File: src/rtl/outer_out_downsizer_pkg.sv
// Shared bus widths and half-word selection helper for the outer-out
// downsizer and its FIFO.
package outer_out_downsizer_pkg;

  localparam int OUTER_BUS_W  = 64;
  localparam int OUTER_HALF_W = 32;

  function automatic logic [OUTER_HALF_W-1:0] pick_half(
    input logic [OUTER_BUS_W-1:0] word,
    input logic                   upper
  );
    return upper ? word[OUTER_BUS_W-1:OUTER_HALF_W] : word[OUTER_HALF_W-1:0];
  endfunction

endpackage

File: src/rtl/outer_out_downsizer_bus_fifo_reg.sv
// Register-based FIFO with an isReady/canReceive handshake on both ports.
// Its full flag comes from registered occupancy only.
module bus_fifo_reg #(
  parameter int W     = 64,
  parameter int DEPTH = 4,
  localparam int AW   = $clog2(DEPTH)
) (
  input  logic         clk,
  input  logic         rst,
  input  logic [W-1:0] i,
  input  logic         i_isReady,
  output logic         i_canReceive,
  output logic [W-1:0] o,
  output logic         o_isReady,
  input  logic         o_canReceive,
  output logic         empty
);

  localparam logic [AW:0] FULL_CNT = DEPTH[AW:0];

  logic [W-1:0]  mem_q [DEPTH];
  logic [W-1:0]  mem_d [DEPTH];
  logic [AW-1:0] wr_ptr_q, wr_ptr_d;
  logic [AW-1:0] rd_ptr_q, rd_ptr_d;
  logic [AW:0]   count_q, count_d;
  logic          push, pop;

  assign i_canReceive = (count_q != FULL_CNT);
  assign o_isReady    = (count_q != '0);
  assign empty        = (count_q == '0);
  assign o            = mem_q[rd_ptr_q];
  assign push         = i_isReady && i_canReceive;
  assign pop          = o_isReady && o_canReceive;

  always_comb begin
    mem_d    = mem_q;
    wr_ptr_d = wr_ptr_q;
    rd_ptr_d = rd_ptr_q;
    count_d  = count_q;
    if (push) begin
      mem_d[wr_ptr_q] = i;
      wr_ptr_d        = wr_ptr_q + AW'(1);
    end
    if (pop) begin
      rd_ptr_d = rd_ptr_q + AW'(1);
    end
    // Simultaneous push and pop leaves occupancy unchanged.
    if (push && !pop) begin
      count_d = count_q + (AW+1)'(1);
    end else if (pop && !push) begin
      count_d = count_q - (AW+1)'(1);
    end
  end

  always_ff @(posedge clk) begin
    if (!rst) begin
      wr_ptr_q <= '0;
      rd_ptr_q <= '0;
      count_q  <= '0;
    end else begin
      wr_ptr_q <= wr_ptr_d;
      rd_ptr_q <= rd_ptr_d;
      count_q  <= count_d;
    end
  end

  always_ff @(posedge clk) begin
    mem_q <= mem_d;
  end

endmodule

File: src/rtl/outer_out_downsizer.sv
// Buffers the adapter's 64-bit stream and emits it as 32-bit half-words,
// with a wrapping transfer counter and an idle flag for drain checks.
module outer_out_downsizer
  import outer_out_downsizer_pkg::*;
#(
  parameter int DEPTH     = 4,
  parameter int LOW_FIRST = 1,
  parameter int CNT_W     = 16
) (
  input  logic                    clk,
  input  logic                    rst,
  input  logic [OUTER_BUS_W-1:0]  i,
  input  logic                    i_isReady,
  output logic                    i_canReceive,
  output logic [OUTER_HALF_W-1:0] o,
  output logic                    o_isReady,
  input  logic                    o_canReceive,
  output logic [CNT_W-1:0]        sent_count,
  output logic                    idle
);

  logic [OUTER_BUS_W-1:0] head;
  logic                   fifo_can_receive;
  logic                   fifo_valid;
  logic                   fifo_empty;
  logic                   half_q, half_d;
  logic [CNT_W-1:0]       cnt_q, cnt_d;
  logic                   xfer;
  logic                   upper;

  // The head entry is popped only when its second half is taken.
  bus_fifo_reg #(
    .W     (OUTER_BUS_W),
    .DEPTH (DEPTH)
  ) u_fifo (
    .clk          (clk),
    .rst          (rst),
    .i            (i),
    .i_isReady    (i_isReady),
    .i_canReceive (fifo_can_receive),
    .o            (head),
    .o_isReady    (fifo_valid),
    .o_canReceive (o_canReceive && half_q),
    .empty        (fifo_empty)
  );

  assign xfer  = fifo_valid && o_canReceive;
  assign upper = (LOW_FIRST == 0) ? !half_q : half_q;

  always_comb begin
    half_d = half_q;
    cnt_d  = cnt_q;
    if (xfer) begin
      half_d = !half_q;
      cnt_d  = cnt_q + CNT_W'(1);
    end
  end

  always_ff @(posedge clk) begin
    if (!rst) begin
      half_q <= 1'b0;
      cnt_q  <= '0;
    end else begin
      half_q <= half_d;
      cnt_q  <= cnt_d;
    end
  end

  // Outputs are forced to their reset values for as long as rst is held low.
  assign i_canReceive = rst && fifo_can_receive;
  assign o_isReady    = rst && fifo_valid;
  assign o            = o_isReady ? pick_half(head, upper) : '0;
  assign sent_count   = rst ? cnt_q : '0;
  assign idle         = !rst || fifo_empty;

endmodule

File: config.mk
export PLATFORM = sky130hd
export DESIGN_NAME = outer_out_downsizer
export DESIGN_NICKNAME = d
export VERILOG_FILES = /design/src/rtl/outer_out_downsizer_pkg.sv /design/src/rtl/outer_out_downsizer_bus_fifo_reg.sv /design/src/rtl/outer_out_downsizer.sv
export SDC_FILE = /design/constraint.sdc
export NUM_CORES = 1
export LEC_CHECK = 0
export CORE_ASPECT_RATIO = 1.2
export CORE_MARGIN = 2
export CORE_UTILIZATION = 36
export CTS_CLUSTER_DIAMETER = 50
export DETAILED_ROUTE_END_ITERATION = 7
export SYNTH_ARGS = -nofsm -noshare
export SYNTH_HDL_FRONTEND = slang
export SYNTH_HIERARCHICAL = 1
export SYNTH_SLANG_ARGS = --single-unit
File: constraint.sdc
create_clock -name clk -period 3.31 [get_ports clk]
set_input_delay 0.662 -clock clk [delete_from_list [all_inputs] [get_ports clk]]
set_output_delay 0.662 -clock clk [all_outputs]
set_load 0.05 [all_outputs]
**Word-level counts from Yosys, hierarchy flattened**

Index checks and enable logic that the tools add are counted.

- Shift-type cells: 0
- Multiply operators: 0
- Div/mod/pow operators: 0
- Bitwise gates (word level): 2
- Mux-type cells: 11
- $add $sub $neg: 5
- Reduce and logical (&&, ||, !) cells: 17
- Equal/unequal tests: 1
- Order comparisons: 3

Operator list:

| kind | count |
|---|---|
| $bwmux 256 | 1 |
| $mux 64 | 3 |
| $bmux 64 s2 | 1 |
| $demux 64 s2 | 1 |
| $mux 32 | 2 |
| $add 16x1->16 const B | 1 |
| $mux 16 | 1 |
| $logic_and 1x1->1 | 9 |
| $ge 3x3->1 const B | 2 |
| $mux 3 | 2 |
| $not 2->3 | 2 |
| $add 2x1->2 const B | 2 |
| $logic_not 1->1 | 4 |
| $add 3x1->3 const B | 1 |
| $logic_not 3->1 | 1 |
| $lt 3x1->1 const B | 1 |
| $ne 3x3->1 const B | 1 |
| $reduce_bool 3->1 | 1 |
| $sub 3x1->3 const B | 1 |
| $reduce_bool 2->1 | 1 |
| $logic_or 1x1->1 | 1 |

- Input bits: 68
- Bits in writable memories: 0
- Latch bits: 0
- Output and inout port bits: 51
- Memory bits (read-only): 0
- Memories: 0
- Logic and storage cells: 48
- Register bits after elaboration: 280

**Logic depth before layout (Yosys ltp)**

Gate-level depths: netlist of the first run.

- Depth in word-level cells: 6
- Gate-level depth with buffers: 10

**Cells and area by module**

The synthesis of the first run kept the hierarchy.

By module, submodules not included:

| module | times used | area each (um^2) | seq. area each (um^2) | cells each |
|---|---|---|---|---|
| bus_fifo_reg | 1 | 9,666.8 | 7,827.5 | 379 |
| outer_out_downsizer | 1 | 1,340.0 | 340.3 | 174 |

**Worst setup path after synthesis of the first run**

Ideal clock, no wire load.

- Path kind: input -> register
- Start point: input port i_isReady
- End point: register u_fifo/mem_q[0] (netlist bit) (enable)
- Setup slack: 0.392 ns
- Data arrival time: 2.489 ns
- Cell stages on the path: 2
- Path buffers: 0
- Setup time: 0.429 ns
- Cells stage by stage: a21boi_2 > and2_1

- Word-level cells in the longest chain between the ends: 1

RTL lines:

| item | line | RTL |
|---|---|---|
| from (decl) | outer_out_downsizer.sv:13 | `input logic i_isReady,` |
| $logic_and 1x1->1 | outer_out_downsizer_bus_fifo_reg.sv:32 | `assign push = i_isReady && i_canReceive;` |
| to (signal assigned) | outer_out_downsizer_bus_fifo_reg.sv:68 | `mem_q <= mem_d;` |
| to (decl) | outer_out_downsizer_bus_fifo_reg.sv:21 | `logic [W-1:0] mem_q [DEPTH];` |

Every way passes these cells.
A chain may end at the register's enable or synchronous reset.

**Worst setup path after layout of the first run**

- Start point: register u_fifo.rd_ptr_q[1]
- End point: output port o[12]

- Word-level cells in the longest chain between the ends: 6

RTL lines:

| item | line | RTL |
|---|---|---|
| from (decl) | outer_out_downsizer_bus_fifo_reg.sv:24 | `logic [AW-1:0] rd_ptr_q, rd_ptr_d;` |
| from (signal assigned) | outer_out_downsizer_bus_fifo_reg.sv:62 | `rd_ptr_q <= rd_ptr_d;` |
| $not 2->3 (implied by the code) | outer_out_downsizer_bus_fifo_reg.sv:31 | `assign o = mem_q[rd_ptr_q];` |
| $bmux 64 s2 | outer_out_downsizer_bus_fifo_reg.sv:31 |  |
| $mux 64 (implied by the code) (2 in a row) | outer_out_downsizer_bus_fifo_reg.sv:31 |  |
| via head[44] | outer_out_downsizer.sv:22 | `logic [OUTER_BUS_W-1:0] head;` |
| $mux 32 | outer_out_downsizer_pkg.sv:12 | `return upper ? word[OUTER_BUS_W-1:OUTER_HALF_W] : word[OUTER_HALF_W-1:0];` |
| $mux 32 | outer_out_downsizer.sv:72 | `assign o = o_isReady ? pick_half(head, upper) : '0;` |
| to (decl) | outer_out_downsizer.sv:15 | `output logic [OUTER_HALF_W-1:0] o,` |

The timed path passes the listed nets, and every way through them passes these cells. The select of a mux whose other input is x is not followed.

==> flow_summary.toml, run 1 <==
[status]
status = "finished clean"

[worst_setup_path]
start_kind = "flip-flop"
max_stage_delay_ns = 0.66
cp_top_family = "flip-flops"
worstPathArrival_ns = 2.42
end_kind = "output port"
critPathKind = "flip-flop to output port"
cp_max_fo = 35
crit_path_cell_trace = "buf_12 -> mux4_2 -> mux2i_1 -> nor2_1 -> buf_12"
cpMostUsedCell = "buf_12"
cp.required_ns = 2.65
crit_buf_inv = 2
slowest_stage = "dfxtp_4"

[detailed_routing]
wl_per_cell_um = 19.6
drt_wl_total_um = 21800
antenna_left = 0
first_iter_violations = 335
drt-vias-per-instance = 4.99
dr.pass1.iters = 4
route.detailed.drc = 0
vias = 5564

[cts]
htree_num_levels = 2
postCtsSetupRepairBufs = 0
clock_tree.buffer_depth = 3
insertion_delay_ns = 0.51
cts_tree = "yes"
clock-root-buffer = "clkbuf_16"
clkSlewWorstSetupHoldPaths_ns = 0.06
cts_resized = 0
holdBufCountCts = 0
cts_made_buffers = 34
clock-sinks = 280

[logic_synthesis]
synth_fp_nets = 628
synth_area_um2 = 11000
ys_async_sr_fraction = 0
synth_area_per_cell_um2 = 19.9
yosys_warnings = 6
yosysSeqAreaShare = 0.742
synth-edff-count = 256
syn_inst = 553
synth-seq-cells = 280
synthFlopType = "edfxtp_1"
synth_cell_types = 38

[sta]
fin_crit_ns = 3.09
hold_violations = 0
setup-tns-final_ns = 0
slew-limit-headroom = 0.530
finalHoldWorstSlack_ns = 0.513
rsz0062_at_grt = "false"
timing.final.crit_share = 0.932
setup_violations = 0
max_freq_mhz = 324
fin_skew_ns = 0.0103
drv_slew = 0
worst_pin_slew_ns = 0.706

[layout]
diodes = 0
area_growth_pct = 28.5
design_area_um2 = 14100
multi_input_area_um2 = 2680
nFillCells = 2614
regArea_um2 = 8180
drive_gt1_frac = 0.275
final_util = 0.467
nNetsFinal = 773
fin_cells = 1115

[power]
power_density_nw_per_um2 = 760
p_leak_nw = 4.62
ir_drop_mv = 0.445

[placement]
io_buffers = 118
routabilityCongestion = 0.732
dp_hpwl_um = 13200
placedCellCount = 1058
postPlaceCellArea_um2 = 13100

[global_route]
grt_pass1_wl_um = 34500
antenna_found_initial = 0
first_global_vias = 6101
grt_max_degree = 54
grt.total_usage = 0.142
overflow = 0

[min_path]
holdCritPathClass = "flip-flop to flip-flop"

[floorplanning]
die_h_um = 196
die_width_um = 164
ios = 119
fp.dieArea_um2 = 32000
start_util = 0.363
core-area_um2 = 30300
rows = 70

[job]
cap_violations = 0
stage by stage:
stage               setup slack (ns)  power [mW]
global route                  0.0782        11.2
floorplan                      0.392        6.14
detailed placement             0.410        7.37
CTS                            0.122        10.9
global placement               0.460        7.30
finish                         0.225        10.7
cell type report:
cell class | count | area share
sequential | 280 | 0.578
clock buffer | 44 | 0.0687
multi-input combinational | 242 | 0.189
clock inverter | 13 | 0.00778
timing repair buffer | 132 | 0.119
inverter | 8 | 0.00212
tap | 396 | 0.0350
metal layers:
layer  up-vias  track usage  wire length (um)
met3        45       0.0289               955
met5         -            0                 0
met4         0       0.0494               562
met1      2889        0.170              8590
met2       128        0.254             11700
li1       2502            -                 -
worst paths after layout:
kind | cells after the start | end | from | slack, ns
max reg2reg | 8 | u_fifo/count_q[2] | u_fifo/count_q[0] | 1.01
min reg2reg | 2 | cnt_q[1] | cnt_q[1] | 0.51
min | 2 | cnt_q[1] | cnt_q[1] | 0.51
max | 5 | o[12] | u_fifo/rd_ptr_q[1] | 0.22
placed cells by master (no fill, tap or decap), types with 7 or more instances in the layout:
cell type	instances
edfxtp_1	256
clkbuf_16	37
and2_1	18
buf_12	42
dfxtp_1	21
xor2_1	11
clkdlybuf4s50_1	67
inv_1	7
mux2i_1	35
mux4_2	64
nand2_1	11
nor2_1	48
buf_4	23
sequential cells by signal, indices dropped and copies added, names as in the netlist:
register and cells:
u_fifo/rd_ptr_q 2, half_q 1, u_fifo/count_q 3, cnt_q 16
u_fifo/mem_q 256, u_fifo/wr_ptr_q 2
report_power, final:
group          total [mW]  switching, mW  internal [mW]
clock network        3.52           1.42           2.10
registers            4.49          0.184           4.30
logic                2.74           1.50           1.24
kinds of logic after synthesis:
logic type	count (synthesis)	share of synthesized area
AND/OR/NAND/NOR	107	0.0491
adder cells (fa/ha/maj)	7	0.00864
buffers and inverters	31	0.0157
AO/OA/AOI/OAI	12	0.00750
XOR/XNOR	14	0.0111
multiplexers	102	0.166
flip-flops	280	0.742
worst min-delay path, stage by stage (launching register included):
cell and delay, ns:
dfxtp_1 0.34, nand2_1 0.07, a21oi_1 0.06
cells in the mapped netlist (2+ instances only):
cell,count,area (um^2)
mux2i_1,35,350
or3_1,3,18.8
clkbuf_1,7,26.3
mux4_2,64,1440
nor2_1,48,180
and4_1,2,17.5
edfxtp_1,256,7690
dfxtp_1,24,480
o21ai_0,3,15.0
ha_1,6,75.1
nand4_1,4,25.0
nand3_1,5,25.0
inv_1,7,26.3
xor2_1,11,96.3
mux2_2,3,33.8
and2_2,2,15.0
buf_4,2,15.0
nand2_1,12,45.0
a21oi_1,4,20.0
xnor2_1,3,26.3
buf_6,5,56.3
and2_1,22,138
nor3_1,2,10.0
buf_2,9,45.0
Power figures use the tool's default switching activity.
==> run 2, diff against run 1 <==
--- a/config.mk
+++ b/config.mk
@@ -10,6 +10,7 @@
 export CORE_UTILIZATION = 36
 export CTS_CLUSTER_DIAMETER = 50
 export DETAILED_ROUTE_END_ITERATION = 7
+export SETUP_SLACK_MARGIN = 0.1
 export SYNTH_ARGS = -nofsm -noshare
 export SYNTH_HDL_FRONTEND = slang
 export SYNTH_HIERARCHICAL = 1
==> flow_summary.toml, run 2 (same netlist as run 1, synthesis figures left out) <==
[floorplanning]
rows = 70
start_util = 0.363
ios = 119
fp.dieArea_um2 = 32000
die_width_um = 164
die_h_um = 196
core-area_um2 = 30300

[layout]
reg.largest.list = "u_fifo/mem_q (256), cnt_q (16), u_fifo/count_q (3)"
area_growth_pct = 28.8
drive_gt1_frac = 0.276
final_common_cell = "edfxtp_1"
nFillCells = 2611
diodes = 0
largest_reg_flops = 256
nNetsFinal = 774
mostFrequentLayoutCells = "256 x edfxtp_1, 67 x clkdlybuf4s50_1, 64 x mux4_2"
top_register = "u_fifo/mem_q"
final_util = 0.468

[cts]
cts_tree = "yes"
clock-root-buffer = "clkbuf_16"
holdBufCountCts = 0
clock-sinks = 280
cts_made_buffers = 34
clkSlewWorstSetupHoldPaths_ns = 0.06
htree_num_levels = 2
insertion_delay_ns = 0.51
clock_tree.buffer_depth = 3

[min_path]
holdCritPathClass = "flip-flop to flip-flop"

[worst_setup_path]
start_kind = "flip-flop"
critPathKind = "flip-flop to output port"
end_kind = "output port"
cp.required_ns = 2.65
worstPathArrival_ns = 2.34
cp_max_fo = 38

[placement]
io_buffers = 118
dp_hpwl_um = 13200
routabilityCongestion = 0.732

[detailed_routing]
first_iter_violations = 356
dr.pass1.iters = 6
vias = 5568
wl_per_cell_um = 19.7
antenna_left = 0
drt_wl_total_um = 22000
route.detailed.drc = 0
drt-vias-per-instance = 4.99

[sta]
fin_crit_ns = 3.00
timing.final.crit_share = 0.906
rsz0062_at_grt = "false"
slew-limit-headroom = 0.733
finalHoldWorstSlack_ns = 0.511
worst_pin_slew_ns = 0.400
setup_violations = 0
hold_violations = 0
max_freq_mhz = 333
fin_skew_ns = 0.0107
setup-tns-final_ns = 0
drv_slew = 0

[global_route]
grt_pass1_wl_um = 34500
overflow = 0
grt_max_degree = 54
antenna_found_initial = 0
grt.total_usage = 0.142
first_global_vias = 6101

[power]
fin_total_pwr_mw = 10.8
p_leak_nw = 4.63
power_density_nw_per_um2 = 758
ir_drop_mv = 0.445

[status]
status = "finished clean"

[job]
cap_violations = 0
run 2: worst max-delay path, cell delays in order, from the launching register on:
cell and delay (ns):
dfxtp_4 0.39, buf_12 0.29, mux4_2 0.55, mux2i_1 0.27, nor2_1 0.12, buf_12 0.17
run 2: final timing paths:
path,start,endpoint,slack (ns),cells past startpoint
max reg2reg,u_fifo/count_q[0],u_fifo/count_q[2],1.00,8
min,cnt_q[1],cnt_q[1],0.51,2
max,u_fifo/rd_ptr_q[0],o[12],0.31,5
min reg2reg,cnt_q[1],cnt_q[1],0.51,2
run 2: metrics by stage:
| stage | std cells | instance area [um^2] | setup slack [ns] |
|---|---|---|---|
| global placement | 1058 | 13100 | 0.460 |
| detailed placement | 1058 | 13100 | 0.410 |
| floorplan | 553 | 11000 | 0.392 |
| finish | 1116 | 14200 | 0.310 |
| CTS | 1115 | 14100 | 0.122 |
| global route | 1116 | 14200 | 0.165 |
run 2: timing repair:
action,4_1_cts,5_1_grt
setup buffers,0,1
resized for setup,0,1
setup endpoints to repair,0,1
run 2: per-layer routing:
metal	wire, um	global-route usage
met4	549	0.0494
met5	0	0
met2	11800	0.254
met1	8730	0.170
met3	960	0.0289
run 2: final cells by class:
type / instances / area [um^2] / share of cell area
repair buffers: 133 / 1710 / 0.121
well taps: 396 / 495 / 0.0349
inverters: 8 / 30.0 / 0.00212
flip-flops and latches: 280 / 8180 / 0.577
clock inverters: 13 / 110 / 0.00777
clock buffers: 44 / 972 / 0.0686
multi-input cells: 242 / 2680 / 0.189
run 2: report_power, final:
group          leakage (nW)  switching (mW)  internal (mW)
Clock                 0.528            1.42           2.10
Combinational          1.56            1.50           1.24
Sequential             2.54           0.183           4.31
==> run 3, diff against run 2 <==
--- a/config.mk
+++ b/config.mk
@@ -11,6 +11,7 @@
 export CTS_CLUSTER_DIAMETER = 50
 export DETAILED_ROUTE_END_ITERATION = 7
 export SETUP_SLACK_MARGIN = 0.1
+export SKIP_LAST_GASP = 1
 export SYNTH_ARGS = -nofsm -noshare
 export SYNTH_HDL_FRONTEND = slang
 export SYNTH_HIERARCHICAL = 1
==> results of run 3 <==
Same layout as run 2: the final DEF is identical, and so are final timing and power.
